File: config.mk
export PLATFORM = sky130hd
export DESIGN_NAME = pipe_hazard_ctrl_flat
export DESIGN_NICKNAME = d
export VERILOG_FILES = /design/src/rtl/pipe_hazard_ctrl_if.sv /design/src/rtl/pipe_hazard_ctrl.sv /design/src/flat_wrapper.sv
export SDC_FILE = /design/constraint.sdc
export NUM_CORES = 1
export LEC_CHECK = 0
export ABC_AREA = 1
export CORE_MARGIN = 8
export CORE_UTILIZATION = 30
export CTS_BUF_LIST = sky130_fd_sc_hd__clkbuf_4 sky130_fd_sc_hd__clkbuf_8 sky130_fd_sc_hd__clkbuf_16
export DETAILED_ROUTE_END_ITERATION = 10
export PLACE_DENSITY = 0.71
export SYNTH_ARGS = -nofsm -noshare
export SYNTH_HDL_FRONTEND = slang
export SYNTH_SLANG_ARGS = --single-unit
File: constraint.sdc
create_clock -name CLK -period 1.6 [get_ports CLK]
set_clock_uncertainty 0.05 [all_clocks]
set_input_delay 0.4 -clock CLK [delete_from_list [all_inputs] [get_ports CLK]]
set_output_delay 0.4 -clock CLK [all_outputs]
set_load 0.01 [all_outputs]
File: src/rtl/pipe_hazard_ctrl_if.sv
// ---------------------------------------------------------------------------
// pipe_hazard_ctrl_if
//
// Bundles everything that passes between the datapath and the hazard
// controller: the pipeline latch fields and cache hit strobes the controller
// looks at, and the latch enables/flushes and PC enable it hands back.
//
// Parameters:
//   REGW        register-select width of the rs/rt/wsel fields
//
// Signals (datapath -> controller):
//   ihit        I-cache returned the instruction this cycle
//   dhit        D-cache completed the MEM-stage access this cycle
//   ifid_rs     rs field of the IF/ID instruction
//   ifid_rt     rt field of the IF/ID instruction
//   idex_dren   load sitting in EX
//   idex_wsel   destination register of the instruction in EX
//   exmem_dren  load sitting in MEM
//   exmem_dwen  store sitting in MEM
//   exmem_halt  halt instruction sitting in MEM
//   take_branch MEM-stage redirect (taken branch, j, jal, jr)
//
// Signals (controller -> datapath):
//   pc_en, ifid_en, ifid_flush, idex_en, idex_flush,
//   exmem_en, exmem_flush, memwb_en, halt
//
// Modports:
//   master      datapath side (drives latch fields, receives controls)
//   slave       controller side
// ---------------------------------------------------------------------------
interface pipe_hazard_ctrl_if #(
    parameter int REGW = 5
);
    logic            ihit;
    logic            dhit;
    logic [REGW-1:0] ifid_rs;
    logic [REGW-1:0] ifid_rt;
    logic            idex_dren;
    logic [REGW-1:0] idex_wsel;
    logic            exmem_dren;
    logic            exmem_dwen;
    logic            exmem_halt;
    logic            take_branch;

    logic            pc_en;
    logic            ifid_en;
    logic            ifid_flush;
    logic            idex_en;
    logic            idex_flush;
    logic            exmem_en;
    logic            exmem_flush;
    logic            memwb_en;
    logic            halt;

    modport master (
        output ihit, dhit, ifid_rs, ifid_rt, idex_dren, idex_wsel,
               exmem_dren, exmem_dwen, exmem_halt, take_branch,
        input  pc_en, ifid_en, ifid_flush, idex_en, idex_flush,
               exmem_en, exmem_flush, memwb_en, halt
    );

    modport slave (
        input  ihit, dhit, ifid_rs, ifid_rt, idex_dren, idex_wsel,
               exmem_dren, exmem_dwen, exmem_halt, take_branch,
        output pc_en, ifid_en, ifid_flush, idex_en, idex_flush,
               exmem_en, exmem_flush, memwb_en, halt
    );
endinterface

File: src/rtl/pipe_hazard_ctrl.sv
// ---------------------------------------------------------------------------
// pipe_hazard_ctrl
//
// Control-side counterpart of the four pipeline latches (IF/ID, ID/EX,
// EX/MEM, MEM/WB). Looks at the latch outputs and cache hit strobes and
// produces every latch enable/flush plus the PC enable, resolving I-cache
// misses, D-cache waits, load-use hazards and taken redirects, and
// sequencing the drain that follows a halt instruction.
//
// All hazard decisions are combinational: a hazard seen this cycle shapes
// the enables of this same cycle. The only state is the RUN/HDRAIN/HALTED
// sequencer (and the optional counters).
//
// Parameters:
//   REGW        register-select width
//   CNT_W       performance counter width (only with HAZARD_PERF_CNT_EN)
//
// Ports:
//   CLK         clock, rising edge
//   nRST        asynchronous active-low reset
//   hz          pipe_hazard_ctrl_if.slave, latch fields in / controls out
//   stall_cnt   load-use stall cycles        (HAZARD_PERF_CNT_EN only)
//   flush_cnt   redirect flush cycles        (HAZARD_PERF_CNT_EN only)
//   miss_cnt    D-wait plus I-miss cycles    (HAZARD_PERF_CNT_EN only)
//
// Optional feature macro: HAZARD_PERF_CNT_EN adds the three saturating
// performance counters. Without it the counters and their ports are absent.
// ---------------------------------------------------------------------------
module pipe_hazard_ctrl #(
    parameter int REGW  = 5,
    parameter int CNT_W = 16
) (
    input  logic               CLK,
    input  logic               nRST,
    pipe_hazard_ctrl_if.slave  hz
`ifdef HAZARD_PERF_CNT_EN
    ,
    output logic [CNT_W-1:0]   stall_cnt,
    output logic [CNT_W-1:0]   flush_cnt,
    output logic [CNT_W-1:0]   miss_cnt
`endif
);

    typedef enum logic [1:0] {
        RUN    = 2'd0,
        HDRAIN = 2'd1,
        HALTED = 2'd2
    } state_t;

    state_t state;
    state_t next_state;

    logic memwait;
    logic loaduse;

    logic in_run;
    logic rule_halt;
    logic rule_wait;
    logic rule_branch;
    logic rule_loaduse;
    logic rule_imiss;
    logic rule_normal;

    // Counter widths below one bit make no sense; this empty block only
    // exists so a bad CNT_W is visible at elaboration.
    if (CNT_W < 1) begin : g_bad_cnt_w
    end

    // A memory op in MEM that the D-cache has not finished yet.
    assign memwait = (hz.exmem_dren | hz.exmem_dwen) & ~hz.dhit;

    // Load in EX whose destination is a source of the instruction in ID.
    // Register zero is hardwired, so writes to it never create a hazard.
    assign loaduse = hz.idex_dren
                   & (hz.idex_wsel != {REGW{1'b0}})
                   & ((hz.idex_wsel == hz.ifid_rs) | (hz.idex_wsel == hz.ifid_rt));

    // Resolve which single RUN rule is active this cycle. Exactly one of
    // the rule_* flags is high while running, none outside RUN. Both the
    // output logic and the counters key off these flags so they can never
    // disagree about which hazard won.
    always_comb begin
        in_run       = (state == RUN);
        rule_halt    = in_run & hz.exmem_halt & ~memwait;
        rule_wait    = in_run & memwait;
        rule_branch  = in_run & ~rule_halt & ~memwait & hz.take_branch;
        rule_loaduse = in_run & ~rule_halt & ~memwait & ~hz.take_branch & loaduse;
        rule_imiss   = in_run & ~rule_halt & ~memwait & ~hz.take_branch & ~loaduse
                     & ~hz.ihit;
        rule_normal  = in_run & ~rule_halt & ~memwait & ~hz.take_branch & ~loaduse
                     & hz.ihit;
    end

    // Sequencer state register; reset always lands back in RUN so any
    // stall or drain in progress is simply abandoned.
    always_ff @(posedge CLK or negedge nRST) begin
        if (!nRST) begin
            state <= RUN;
        end else begin
            state <= next_state;
        end
    end

    // Next-state: a halt that reaches MEM with no pending memory wait
    // starts a one-cycle drain, after which the core stays halted until
    // reset.
    always_comb begin
        next_state = state;
        case (state)
            RUN:     if (rule_halt) next_state = HDRAIN;
            HDRAIN:  next_state = HALTED;
            HALTED:  next_state = HALTED;
            default: next_state = RUN;
        endcase
    end

    // Output decode. Everything is forced low while reset is held. A
    // flushed latch still gets its enable so the bubble is actually
    // clocked in; flush takes priority inside the latch itself.
    always_comb begin
        hz.pc_en       = 1'b0;
        hz.ifid_en     = 1'b0;
        hz.ifid_flush  = 1'b0;
        hz.idex_en     = 1'b0;
        hz.idex_flush  = 1'b0;
        hz.exmem_en    = 1'b0;
        hz.exmem_flush = 1'b0;
        hz.memwb_en    = 1'b0;
        hz.halt        = 1'b0;

        if (nRST) begin
            case (state)
                RUN: begin
                    if (rule_halt) begin
                        // Let only the halt itself move into WB.
                        hz.memwb_en = 1'b1;
                    end else if (rule_wait) begin
                        // Full freeze; nothing else may advance.
                    end else if (rule_branch) begin
                        // Redirect wins even over a missing fetch: the
                        // wrong-path instructions in IF/ID, ID/EX and
                        // EX/MEM are all squashed.
                        hz.pc_en       = 1'b1;
                        hz.ifid_en     = 1'b1;
                        hz.ifid_flush  = 1'b1;
                        hz.idex_en     = 1'b1;
                        hz.idex_flush  = 1'b1;
                        hz.exmem_en    = 1'b1;
                        hz.exmem_flush = 1'b1;
                        hz.memwb_en    = 1'b1;
                    end else if (rule_loaduse) begin
                        // Hold the consumer in ID and insert a bubble
                        // behind the load. IF/ID is held, not flushed,
                        // even if the I-cache missed this cycle.
                        hz.idex_en     = 1'b1;
                        hz.idex_flush  = 1'b1;
                        hz.exmem_en    = 1'b1;
                        hz.memwb_en    = 1'b1;
                    end else if (rule_imiss) begin
                        // Keep the PC, feed a bubble into IF/ID and let
                        // the older instructions drain forward.
                        hz.ifid_en     = 1'b1;
                        hz.ifid_flush  = 1'b1;
                        hz.idex_en     = 1'b1;
                        hz.exmem_en    = 1'b1;
                        hz.memwb_en    = 1'b1;
                    end else if (rule_normal) begin
                        hz.pc_en       = 1'b1;
                        hz.ifid_en     = 1'b1;
                        hz.idex_en     = 1'b1;
                        hz.exmem_en    = 1'b1;
                        hz.memwb_en    = 1'b1;
                    end
                end
                HDRAIN: begin
                    // One dead cycle while the halt retires from WB.
                end
                HALTED: begin
                    hz.halt = 1'b1;
                end
                default: begin
                end
            endcase
        end
    end

`ifdef HAZARD_PERF_CNT_EN
    // Saturating performance counters. They only move on RUN rules, so
    // they naturally freeze once the halt drain starts.
    always_ff @(posedge CLK or negedge nRST) begin
        if (!nRST) begin
            stall_cnt <= '0;
            flush_cnt <= '0;
            miss_cnt  <= '0;
        end else begin
            if (rule_loaduse && (stall_cnt != {CNT_W{1'b1}})) begin
                stall_cnt <= stall_cnt + CNT_W'(1);
            end
            if (rule_branch && (flush_cnt != {CNT_W{1'b1}})) begin
                flush_cnt <= flush_cnt + CNT_W'(1);
            end
            if ((rule_wait || rule_imiss) && (miss_cnt != {CNT_W{1'b1}})) begin
                miss_cnt <= miss_cnt + CNT_W'(1);
            end
        end
    end
`endif

endmodule

File: src/flat_wrapper.sv
// flat-port wrapper written by rule: the top's interface ports become plain ports
module pipe_hazard_ctrl_flat 
#(
    parameter int REGW  = 5,
    parameter int CNT_W = 16
)
  (CLK, nRST, hz_ihit, hz_dhit, hz_ifid_rs, hz_ifid_rt, hz_idex_dren, hz_idex_wsel, hz_exmem_dren, hz_exmem_dwen, hz_exmem_halt, hz_take_branch, hz_pc_en, hz_ifid_en, hz_ifid_flush, hz_idex_en, hz_idex_flush, hz_exmem_en, hz_exmem_flush, hz_memwb_en, hz_halt);
  pipe_hazard_ctrl_if #(.REGW(REGW)) hz_i ();
  input  logic CLK;
  input  logic nRST;
  input wire logic [$bits(hz_i.ihit)-1:0] hz_ihit;
  input wire logic [$bits(hz_i.dhit)-1:0] hz_dhit;
  input wire logic [$bits(hz_i.ifid_rs)-1:0] hz_ifid_rs;
  input wire logic [$bits(hz_i.ifid_rt)-1:0] hz_ifid_rt;
  input wire logic [$bits(hz_i.idex_dren)-1:0] hz_idex_dren;
  input wire logic [$bits(hz_i.idex_wsel)-1:0] hz_idex_wsel;
  input wire logic [$bits(hz_i.exmem_dren)-1:0] hz_exmem_dren;
  input wire logic [$bits(hz_i.exmem_dwen)-1:0] hz_exmem_dwen;
  input wire logic [$bits(hz_i.exmem_halt)-1:0] hz_exmem_halt;
  input wire logic [$bits(hz_i.take_branch)-1:0] hz_take_branch;
  output wire logic [$bits(hz_i.pc_en)-1:0] hz_pc_en;
  output wire logic [$bits(hz_i.ifid_en)-1:0] hz_ifid_en;
  output wire logic [$bits(hz_i.ifid_flush)-1:0] hz_ifid_flush;
  output wire logic [$bits(hz_i.idex_en)-1:0] hz_idex_en;
  output wire logic [$bits(hz_i.idex_flush)-1:0] hz_idex_flush;
  output wire logic [$bits(hz_i.exmem_en)-1:0] hz_exmem_en;
  output wire logic [$bits(hz_i.exmem_flush)-1:0] hz_exmem_flush;
  output wire logic [$bits(hz_i.memwb_en)-1:0] hz_memwb_en;
  output wire logic [$bits(hz_i.halt)-1:0] hz_halt;
  assign hz_i.ihit = hz_ihit;
  assign hz_i.dhit = hz_dhit;
  assign hz_i.ifid_rs = hz_ifid_rs;
  assign hz_i.ifid_rt = hz_ifid_rt;
  assign hz_i.idex_dren = hz_idex_dren;
  assign hz_i.idex_wsel = hz_idex_wsel;
  assign hz_i.exmem_dren = hz_exmem_dren;
  assign hz_i.exmem_dwen = hz_exmem_dwen;
  assign hz_i.exmem_halt = hz_exmem_halt;
  assign hz_i.take_branch = hz_take_branch;
  assign hz_pc_en = hz_i.pc_en;
  assign hz_ifid_en = hz_i.ifid_en;
  assign hz_ifid_flush = hz_i.ifid_flush;
  assign hz_idex_en = hz_i.idex_en;
  assign hz_idex_flush = hz_i.idex_flush;
  assign hz_exmem_en = hz_i.exmem_en;
  assign hz_exmem_flush = hz_i.exmem_flush;
  assign hz_memwb_en = hz_i.memwb_en;
  assign hz_halt = hz_i.halt;
  pipe_hazard_ctrl #(.REGW(REGW), .CNT_W(CNT_W)) u_core (.CLK(CLK), .nRST(nRST), .hz(hz_i));
endmodule
# After elaboration in Yosys (flattened, before gate mapping)
# Index checks and enable logic that the tools add are counted.
# word_totals
wordCells	77
input_bits	24
regBits	2
output_inout_bits	9
# classes
n_mux	46
eq_ne	5
n_reduce_logical	3
bitwise	22
# op_table
cell	n
two-way mux 1 bit	44
bitwise AND 1 bit	14
equality test 5 bit	2
inverter 1 bit	6
nonzero test 5 bit	1
case mux 2 bit (2 select lines)	1
equality test 2 x 1 -> 1 bit, second input constant	1
equality test 2 bit, second input constant	1
zero test 2 bit	1
two-way mux 2 bit	1
!= test 2 bit, second input constant	1
OR 1 bit	2
OR reduction 2 bit	1

# Longest topological paths before layout
# depth
word_depth	18
depth_mapped	9

# Worst setup path after synthesis
# No wires, ideal clock.
# synth_path
kind	register to output
startpoint	reg u_core.state[0]
endpoint	out hz_ifid_flush
arrival_ns	1.198
stages_incl_launch_ff	9
path_buffers	0
path_slack_ns	-0.048
t_required_ns	1.150
cell_sequence	dfrtp_1 inv_1 ha_1 inv_1 a21oi_4 inv_2 nor2_8 nand2_2 nor2_1
# synth_between
elab_chain_len	16
elab_cells_between_ends	19
cone_classes	mux: 7; bitwise: 11; reduce/logical: 1
# synth_lines
item	line_no	rtl
start, declared	pipe_hazard_ctrl.sv:50	state_t state;
start signal, assigned	pipe_hazard_ctrl.sv:100	state <= next_state;
zero test 2 bit (*)	pipe_hazard_ctrl.sv:83, pipe_hazard_ctrl.sv:132	
bitwise AND 1 bit (2 in series)	pipe_hazard_ctrl.sv:84	rule_halt = in_run & hz.exmem_halt & ~memwait;
inverter 1 bit	pipe_hazard_ctrl.sv:86, pipe_hazard_ctrl.sv:87, pipe_hazard_ctrl.sv:88	
bitwise AND 1 bit (2 in series)	pipe_hazard_ctrl.sv:86, pipe_hazard_ctrl.sv:87, pipe_hazard_ctrl.sv:88	
bitwise AND 1 bit	pipe_hazard_ctrl.sv:87, pipe_hazard_ctrl.sv:88	
bitwise AND 1 bit	pipe_hazard_ctrl.sv:88	rule_imiss = in_run & ~rule_halt & ~memwait & ~hz.take_branch & ~loaduse
bitwise AND 1 bit	pipe_hazard_ctrl.sv:89	& ~hz.ihit;
two-way mux 1 bit	pipe_hazard_ctrl.sv:159	end else if (rule_imiss) begin
two-way mux 1 bit	pipe_hazard_ctrl.sv:151	end else if (rule_loaduse) begin
two-way mux 1 bit	pipe_hazard_ctrl.sv:139	end else if (rule_branch) begin
two-way mux 1 bit	pipe_hazard_ctrl.sv:137	end else if (rule_wait) begin
two-way mux 1 bit	pipe_hazard_ctrl.sv:134	if (rule_halt) begin
two-way mux 1 bit (*)	pipe_hazard_ctrl.sv:132	case (state)
two-way mux 1 bit (*)	pipe_hazard_ctrl.sv:131	if (nRST) begin
end, declared	flat_wrapper.sv:23	output wire logic [$bits(hz_i.ifid_flush)-1:0] hz_ifid_flush;
# Mark *: on every way between the ends. The rest lies on a longest branch, timed or not.

# Worst setup path after layout
# layout_path
startpoint	reg u_core.state[1]
endpoint	out hz_idex_flush
# layout_between
elab_chain_len	14
elab_cells_between_ends	16
cone_classes	mux: 6; bitwise: 9; reduce/logical: 1
# layout_lines
item	line_no	rtl
zero test 2 bit (*)	pipe_hazard_ctrl.sv:83, pipe_hazard_ctrl.sv:132	
bitwise AND 1 bit (2 in series)	pipe_hazard_ctrl.sv:84	
inverter 1 bit	pipe_hazard_ctrl.sv:86, pipe_hazard_ctrl.sv:87	
bitwise AND 1 bit (2 in series)	pipe_hazard_ctrl.sv:86, pipe_hazard_ctrl.sv:87	
bitwise AND 1 bit (2 in series)	pipe_hazard_ctrl.sv:87	rule_loaduse = in_run & ~rule_halt & ~memwait & ~hz.take_branch & loaduse;
two-way mux 1 bit	pipe_hazard_ctrl.sv:151	
two-way mux 1 bit	pipe_hazard_ctrl.sv:139	
two-way mux 1 bit	pipe_hazard_ctrl.sv:137	
two-way mux 1 bit	pipe_hazard_ctrl.sv:134	
two-way mux 1 bit (*)	pipe_hazard_ctrl.sv:132	
two-way mux 1 bit (*)	pipe_hazard_ctrl.sv:131	
end, declared	flat_wrapper.sv:25	output wire logic [$bits(hz_i.idex_flush)-1:0] hz_idex_flush;
# Marks and branches as above.

==> run_results.csv <==
group,metric,value,unit
synth,syn_inst,85,
synth,ys_seq_area_share,10.7,%
clock_network,clockRootBuffer,"clkbuf_4",
synth,synth_top_family_by_area,"simple AND/OR/NAND/NOR gates",
critical_path,crit_fanout,5,
placed_design,io_buffers,32,
critical_path,start_kind,"flip-flop",
synth,yosysTopAreaCell,"nand2_1",
pwr,clockPowerShare,14.9,%
synth,synth_simple_gate_area_share,44.3,%
final_layout,nets,158,
critical_path,worst-setup-path-type,"flip-flop to output port",
critical_path,cp-end-kind,"output port",
flow_run,maxCapViolCount,0,
final_layout,drive_above_1_share,39.5,%
synth,synth_mux_area_share,0,%
critical_path,critPathArrivalTime,1460,ps
placed_design,routabilityCongestion,0.723,
global_route,antenna_found_initial,0,
worst_hold_path,hold_path_class,"input port to asynchronous set/reset pin",
synth,syn_nets,112,
synth,synth_top_cell_area_share,22.4,%
synth,yosysWarnings,0,
pwr,ir_worst_vdd,551,uV
routing,wire_per_inst,10.5,um
floorplanning,die_h,55.5,um
global_route,first_global_vias,627,
floorplanning,start_util,31.5,%
pwr,power_density,854,mW/mm^2
sta,setup_viol,8,
final_layout,reg_top3,"u_core.state: 2 flops",
routing,firstDrtPassIters,4,
run_status,violations,"setup timing",
final_layout,n_antenna_cell,0,
clock_network,htree_levels,1,
pwr,p_total,0.754,mW
routing,vias,635,
synth,synth_compound_area_share,14.1,%
pwr,sequentialPowerShare,12.3,%
sta,tightest_slew,188,ps
sta,drv_slew,0,
floorplanning,num_rows,14,
synth,synth-xor-area-share,3.73,%
clock_network,numClockSinks,2,
synth,synth_adder_area_share,8.00,%
floorplanning,die_w,55.5,um
sta,fin_ws,-312,ps
routing,drtIter0Drc,10,
floorplanning,die-area,0.00309,mm^2
final_layout,top_register,"u_core.state",
global_route,overflow,0,
sta,relSlewSlack,87.5,%
clock_network,cts_buffers,3,
critical_path,cp.required,1150,ps
placed_design,place_ws,-968,ps
floorplanning,ios,33,
clock_network,cts_buffer_depth,2,
routing,postRouteAntennaNets,0,
floorplanning,coreArea,0.00149,mm^2
synth,synth.area.top_cells,"nand2_1 (22%), inv_1 (14%), dfrtp_1 (11%)",
global_route,grt.total_usage,9.58,%
synth,ys_seq_elements,2,
pwr,internal_power,0.435,mW
clock_network,cts_tree,"yes",
synth,syn_area,469,um^2
pwr,power_switching,0.319,mW
synth,yosysUniqueCellTypes,15,
sta,finalCritPeriodShare,119,%
run_status,status,"finished, violations left",
final_layout,largest_register_ffs,2,
placed_design,hpwl,1.28,mm
pwr,swShare,42.3,%
final_layout,area_delta_synth_final,88.3,%
clock_network,hold_buffers,0,
pwr,p_leak,0.543,nW
pwr,combinationalPowerShare,72.8,%
routing,wirelength,1.53,mm
sta,fin_crit,1910,ps
synth,syn_area_per_cell,5.52,um^2
critical_path,reg2reg_slack,100,ps
routing,vias_per_cell,4.38,
sta,rsz0062_at_grt,"yes",
global_route,grt_pass1_wl,2.57,mm
clock_network,path_clk_slew,30,ps
sta,fmax,523,MHz
global_route,grt_max_degree,6,
routing,drc,0,
clock_network,clk_latency,220,ps
sta,hold_viol_final,0,
-- power by group through the flow --
stage          clock, mW  combinational [mW]  sequential (mW)
2_1_floorplan          0               0.289           0.0900
5_1_grt            0.119               0.626           0.0941
3_3_place_gp           0               0.506           0.0921
4_1_cts            0.120               0.511           0.0945
3_5_place_dp           0               0.525           0.0951
6_report           0.112               0.549           0.0931
-- cell usage in the layout, fill, tap and decap left out, types with 2 or more instances in the layout --
master	n
inv_2	7
dlygate4sd2_1	12
clkbuf_4	3
nand3_1	4
ha_4	2
clkdlybuf4s15_1	2
nor2_1	11
clkdlybuf4s50_1	3
nand2_1	24
buf_2	9
buf_6	2
clkbuf_2	4
inv_1	14
o21ai_1	3
dfrtp_1	2
xnor2_1	2
nand2_2	5
buf_4	10
-- worst max-delay path, stage by stage, from the launching register on --
cell and delay [ps]:
dfrtp_1 380, inv_2 80, ha_4 120, inv_2 40, a21oi_4 140, inv_4 70
nor2_8 110, a21boi_4 180, buf_6 110
-- worst paths after layout --
| kind | from | endpoint | cells past startpoint |
|---|---|---|---|
| worst min register to register | u_core.state[1]$_DFFE_PN0P_ | u_core.state[1]$_DFFE_PN0P_ | 3 |
| worst max register to register | u_core.state[1]$_DFFE_PN0P_ | u_core.state[1]$_DFFE_PN0P_ | 10 |
| worst max-delay path | u_core.state[1]$_DFFE_PN0P_ | hz_idex_flush | 8 |
| max in group asynchronous | nRST | u_core.state[1]$_DFFE_PN0P_ | 2 |
| worst min-delay path | nRST | u_core.state[0]$_DFFE_PN0P_ | 2 |
| min in group CLK | u_core.state[1]$_DFFE_PN0P_ | u_core.state[1]$_DFFE_PN0P_ | 3 |
-- area by class of cell --
type | instances | area, um^2
flip-flops and latches | 2 | 50.0
fillers | 162 | 606
well taps | 16 | 20.0
clock buffers | 3 | 22.5
multi-input cells | 60 | 388
repair buffers | 42 | 318
inverters | 22 | 85.1
-- cells by family after synthesis --
family / after synthesis
flops: 2
fa+ha+maj: 3
buf+inv: 23
compound gates: 7
simple gates: 48
xor+xnor: 2
-- cells in the mapped netlist --
master,instances
nand2_1,28
inv_2,4
nand2_2,2
a21boi_2,1
o21bai_4,1
inv_1,18
nor2_8,1
nand3_1,5
ha_1,3
dfrtp_1,2
buf_4,1
nor2_1,12
xnor2_1,2
a21oi_4,1
o21ai_1,4
-- per-stage QoR --
step	setup TNS [ps]	util, %	instances	hold WS [ps]	instance area (um^2)
after CTS	-2050	57.4	142	208	855
after detailed placement	-7720	58.6	138	639	872
after floorplan	-11.1	-	85	54.4	494
after global placement	-7630	58.6	138	613	872
after global routing	-2670	59.3	145	227	883
final	-2020	59.3	145	219	883
-- repair_timing --
action                                  CTS  global route
cloned                                    0             0
endpoints found under the setup margin    9             9
pin swaps                                11             9
buffers inserted                          1             4
resized for setup                        71            14
-- per-layer routing --
| metal | vias to the layer above | routed length (um) | share of wire [%] | track usage (%) |
|---|---|---|---|---|
| li1 | 337 | - | - | - |
| met3 | 0 | 65 | 4.3 | 1.37 |
| met5 | - | 0 | 0 | 0 |
| met4 | 0 | 0 | 0 | 4.23 |
| met1 | 280 | 583 | 38 | 10.1 |
| met2 | 18 | 879 | 58 | 17.9 |
No activity file was read; power rests on OpenSTA's default activity.
==> variant 1: new RTL, same flow settings <==
`REGW` is set to 5 in 3 places; all go to 6.
--- a/src/rtl/pipe_hazard_ctrl_if.sv
+++ b/src/rtl/pipe_hazard_ctrl_if.sv
@@ -29,7 +29,7 @@
 //   slave       controller side
 // ---------------------------------------------------------------------------
 interface pipe_hazard_ctrl_if #(
-    parameter int REGW = 5
+    parameter int REGW = 6
 );
     logic            ihit;
     logic            dhit;
--- a/src/rtl/pipe_hazard_ctrl.sv
+++ b/src/rtl/pipe_hazard_ctrl.sv
@@ -27,7 +27,7 @@
 // performance counters. Without it the counters and their ports are absent.
 // ---------------------------------------------------------------------------
 module pipe_hazard_ctrl #(
-    parameter int REGW  = 5,
+    parameter int REGW  = 6,
     parameter int CNT_W = 16
 ) (
     input  logic               CLK,
--- a/src/flat_wrapper.sv
+++ b/src/flat_wrapper.sv
@@ -1,7 +1,7 @@
 // flat-port wrapper written by rule: the top's interface ports become plain ports
 module pipe_hazard_ctrl_flat 
 #(
-    parameter int REGW  = 5,
+    parameter int REGW  = 6,
     parameter int CNT_W = 16
 )
   (CLK, nRST, hz_ihit, hz_dhit, hz_ifid_rs, hz_ifid_rt, hz_idex_dren, hz_idex_wsel, hz_exmem_dren, hz_exmem_dwen, hz_exmem_halt, hz_take_branch, hz_pc_en, hz_ifid_en, hz_ifid_flush, hz_idex_en, hz_idex_flush, hz_exmem_en, hz_exmem_flush, hz_memwb_en, hz_halt);
Ports: changed (resized hz_idex_wsel, hz_ifid_rs and hz_ifid_rt); port bits go from 33 to 36. No check against the original RTL was run, so the function may have changed too.
==> variant 1 against the original RTL <==
The flow still finishes with violations (negative setup slack). Core utilization down 0.88 points. Combinational power up 3%. Total power increased by 2.0%. Routed wire length increased by 10%. Area after synthesis up 13%. Worst setup slack got worse by 0.0055 ns. Design area is 12% higher. Sequential cell count unchanged. Largest power group unchanged.
==> variant 1: results (changes against the original RTL) <==
Clock tree
The count of H-tree levels built during CTS is 1 (unchanged). The clock reaches the later pin of the worst-skew pair after 0.23 ns. The buffer depth of the longest clock path was 2 (unchanged). The root buffer cell was sky130_fd_sc_hd__clkbuf_4 (unchanged). The CTS buffer count is 3 (unchanged). The register clock-pin slew on the reported worst setup and hold paths came to 0.03 ns (about the same).

Power
The leakage power summed over all cells is 0.628 nW (was 0.543 nW). The worst ir drop on vdd is 0.000608 V (was 0.000551 V).

Global routing
The wire length of the first global-routing pass came to 2940 microns (was 2570 microns). The overall fraction of global-route tracks in use came to 10.5% (was 9.58%). The initial antenna violation count is 0 (unchanged). The largest net degree at the start of global routing was 6 (unchanged). The number of global-route vias before repair was 715 (was 627).

Detailed routing
The average via count per standard cell came to 4.19 (was 4.38). The routed length per instance is 10.0 microns (was 10.5 microns). The total iterations of the first detailed-routing run is 4 (unchanged). The first-iteration detailed-routing DRC count was 14 (was 10).

Placement
The count of port buffers added during placement was 35 (was 32). The worst slack at placement is -1.00 ns (was -0.968 ns). The final weighted congestion in routability-driven placement is 0.755 (was 0.723). The number of placed instances with taps included is 161 (was 138). The detailed-placement wirelength estimate is 1440 microns (was 1280 microns).

Run status
Run status: complete, but fails checks (unchanged). Violations in the final reports: negative setup slack (unchanged).

Synth
The net count after synthesis is 134 (was 112). The post-synthesis area per instance is 5.11 sq um (was 5.52 sq um). The fraction of the yosys area taken by sequential cells was 9.41% (was 10.7%). The leading register cell type out of synthesis is sky130_fd_sc_hd__dfrtp_1 (unchanged). The count of unique library cells instantiated by Yosys came to 16 (was 15). The async set-reset flop share out of synthesis came to 100% (unchanged).

Main area contributors after synthesis: sky130_fd_sc_hd__nand2_1 32%, sky130_fd_sc_hd__inv_1 16%, sky130_fd_sc_hd__dfrtp_1 9.4% (was sky130_fd_sc_hd__nand2_1 22%, sky130_fd_sc_hd__inv_1 14%, sky130_fd_sc_hd__dfrtp_1 11%). Top cells by instance count after synthesis: 46 x sky130_fd_sc_hd__nand2_1, 22 x sky130_fd_sc_hd__inv_1, 8 x sky130_fd_sc_hd__nor2_1 (was 28 x sky130_fd_sc_hd__nand2_1, 18 x sky130_fd_sc_hd__inv_1, 12 x sky130_fd_sc_hd__nor2_1). The yosys synthesis warning count is 0 (unchanged).

Timing
The setup TNS is -2.03 ns (was -2.02 ns). The setup slack after layout is -0.317 ns (was -0.312 ns). The final count of negative-setup-slack endpoints came to 8 (unchanged). The worst relative slew slack is 86.9% (was 87.5%).

Finish
Registers with the most flip-flops: u_core.state x2 (unchanged). The count of antenna diodes in the layout is 0 (unchanged). The count of non-filler cells in the finished layout is 168 (was 145).

The fraction of layout instances using a drive strength above 1 is 35.1% (was 39.5%). The number of flip-flops under the largest register name is 2 (unchanged). The count of nets after finishing is 183 (was 158).

Worst setup path
The maximum fanout count along the critical path is 5 (unchanged). For the worst setup path, the data arrival time is 1.47 ns.

Worst hold path
The class of the tightest hold or removal check is in -> async (unchanged).
-- variant 1: cell type report --
class / count / area, sq um
multi-input cells: 72 / 422
clock buffers: 3 / 22.5
repair buffers: 45 / 360
well taps: 17 / 21.3
fillers: 172 / 702
inverters: 29 / 111
flip-flops and latches: 2 / 50.0
-- variant 1: timing repair --
action                     in CTS  in global routing
setup buffers                   3                  1
gates cloned                    0                  0
setup endpoints to repair       9                  9
pin swaps                      16                  7
gates resized for setup        82                  9
-- variant 1: through the flow --
step                utilization, %  cell area (sq um)
floorplan                        -                562
CTS                           59.0                997
finish                        58.4                987
global route                  58.4                987
global placement              57.5                971
detailed placement            57.5                971
-- variant 1: logic make-up after synthesis --
kind of cell	count (synthesis)	synth area share [%]
adder cells (fa/ha/maj)	3	7.06
buffers and inverters	30	21.9
flip-flops	2	9.41
AND/OR/NAND/NOR	62	49.2
AO/OA/AOI/OAI	7	12.5
-- variant 1: critical path: stages (launching register included) --
cell and delay (ns):
sky130_fd_sc_hd__dfrtp_1 0.36, sky130_fd_sc_hd__inv_2 0.08, sky130_fd_sc_hd__ha_4 0.13, sky130_fd_sc_hd__inv_2 0.04, sky130_fd_sc_hd__a21oi_4 0.15, sky130_fd_sc_hd__inv_4 0.06
sky130_fd_sc_hd__nor2_8 0.12, sky130_fd_sc_hd__a21boi_4 0.19, sky130_fd_sc_hd__buf_6 0.11
-- variant 1: power by group --
part / switching [W] / internal (W) / leakage (nW)
clock network: 0.0000303 / 0.0000830 / 0.0138
logic: 0.000278 / 0.000286 / 0.590
registers: 0.0000140 / 0.0000778 / 0.0245
-- variant 1: path summary, 6_finish.rpt --
check	cells after the start	slack (ns)	from	to
max	8	-0.32	u_core.state[0]	hz_idex_flush
min	2	0.22	nRST	u_core.state[0]
max reg2reg	9	0.24	u_core.state[0]	u_core.state[1]
min reg2reg	4	0.67	u_core.state[1]	u_core.state[1]
max in group asynchronous	2	1.18	nRST	u_core.state[1]
min in group CLK	4	0.67	u_core.state[1]	u_core.state[1]
-- variant 1: metal layers --
layer / track usage [%] / vias up / share of wire, %
met3: 3.97 / 2 / 4.3
met2: 18.6 / 21 / 50
met5: 0 / - / 0
met4: 2.10 / 0 / 1.0
li1: - / 395 / -
met1: 11.6 / 286 / 45
==> variant 2: new RTL, same settings <==
Without the edit above. Re-encode `state_t` (3 states) as one-hot, 3 bits wide.
--- a/src/rtl/pipe_hazard_ctrl.sv
+++ b/src/rtl/pipe_hazard_ctrl.sv
@@ -41,10 +41,10 @@
 `endif
 );
 
-    typedef enum logic [1:0] {
-        RUN    = 2'd0,
-        HDRAIN = 2'd1,
-        HALTED = 2'd2
+    typedef enum logic [2:0] {
+        RUN    = 3'b001,
+        HDRAIN = 3'b010,
+        HALTED = 3'b100
     } state_t;
 
     state_t state;
Behaviour: no difference found for any inputs over 10 cycles, from zero or initial values and one cycle with nRST low; not proved beyond that.
==> variant 2 against the original RTL <==
The flow still finishes with violations (negative setup slack). Maximum frequency decreased by 4.5%. Global-route usage rose by 1.3 points. Sequential cell count increased by 1. Design area increased by 6.8%. Total power decreased by 25%. Worst setup slack got worse by 0.091 ns. Area after synthesis fell by 1.9%. Routed wire length up 0.59%. Largest cell class is now buffers. Highest routed layer is now met4.
==> variant 2: results (changes against the original RTL) <==
Run status
Run status: complete, but fails checks (unchanged). Violations in the final reports: negative setup slack (unchanged).

Worst setup path
The slowest stage cell on the critical path is sky130_fd_sc_hd__dfstp_2 (was sky130_fd_sc_hd__dfrtp_1). The endpoint of the worst register-to-register path was u_core.state[0] (was u_core.state[1]). The capturing element of the worst setup path is hz_exmem_flush (was hz_idex_flush). The maximum fanout count along the critical path came to 3 (was 5). The worst setup path startpoint is u_core.state[0] (was u_core.state[1]). The critical register-to-register path startpoint is u_core.state[0] (was u_core.state[1]).

Global routing
The met2 demand-to-capacity share in global routing is 21.1% (was 17.9%). The number of global-route vias before repair is 662 (was 627). The met3 global-route usage came to 2.14% (was 1.37%). The wire length of the first global-routing pass is 2500 microns (was 2570 microns). The overall fraction of global-route tracks in use is 10.8% (was 9.58%).

Power
The worst ir drop on vdd is 0.000480 V (was 0.000551 V). The leakage power summed over all cells came to 0.562 nW (was 0.543 nW). The total power divided by cell area came to 600 nW/um^2 (was 854 nW/um^2). The power share of the combinational group came to 56.2% (was 72.8%).

Timing
The worst hold slack across all endpoints was 0.0713 ns (was 0.219 ns). The setup TNS is -2.70 ns (was -2.02 ns). The setup slack after layout is -0.403 ns (was -0.312 ns). The final count of negative-setup-slack endpoints is 8 (unchanged).

Placement
The total placed instance area came to 856 sq um (was 872 sq um).

Finish
Registers with the most flip-flops: u_core.state x3 (was u_core.state x2). The count of fill cells added during filler insertion is 142 (was 162).

Synth
Main area contributors after synthesis: sky130_fd_sc_hd__nand2_1 23%, sky130_fd_sc_hd__nor2_1 14%, sky130_fd_sc_hd__inv_1 13% (was sky130_fd_sc_hd__nand2_1 22%, sky130_fd_sc_hd__inv_1 14%, sky130_fd_sc_hd__dfrtp_1 11%). The fraction of the yosys area taken by sequential cells was 16.6% (was 10.7%). The count of unique library cells instantiated by Yosys is 18 (was 15).

Detailed routing
The highest layer used for signal routing is met4 (was met3). The overall routed net length came to 1540 microns (was 1530 microns). The routed length per instance was 10.4 microns (was 10.5 microns). The amount of wire on met2 after detailed routing came to 807 microns (was 879 microns).
==> variant 2: cell count changes after synthesis, sizes merged <==
| cell | before | now |
|---|---|---|
| a21oi | 1 | 0 |
| dfstp | 0 | 1 |
| ha | 3 | 0 |
| inv | 22 | 20 |
| nand2 | 30 | 29 |
| nand3 | 5 | 6 |
| nor2 | 13 | 19 |
| nor3 | 0 | 1 |
| o21ai | 4 | 2 |
==> variant 2: cells by family (layout without fill, tap and decap cells) <==
kind of cell    Yosys count  in the layout  share of synthesized area, %
compound gates            4              4                          7.06
buf+inv                  21             68                          17.9
xor+xnor                  2              2                          3.81
simple gates             55             55                          54.6
flops                     3              3                          16.6
==> variant 2: timing repair <==
action	in CTS	in global routing
endpoints found under the setup margin	9	9
hold buffers	0	0
pin swaps	15	2
resized for setup	66	4
buffers inserted	4	1
==> variant 2: layout make-up <==
type                    instances  area share [%]
clock buffers                   4            3.18
repair buffers                 44            41.9
well taps                      16            2.12
inverters                      20            7.96
multi-input cells              61            36.7
flip-flops and latches          3            8.09
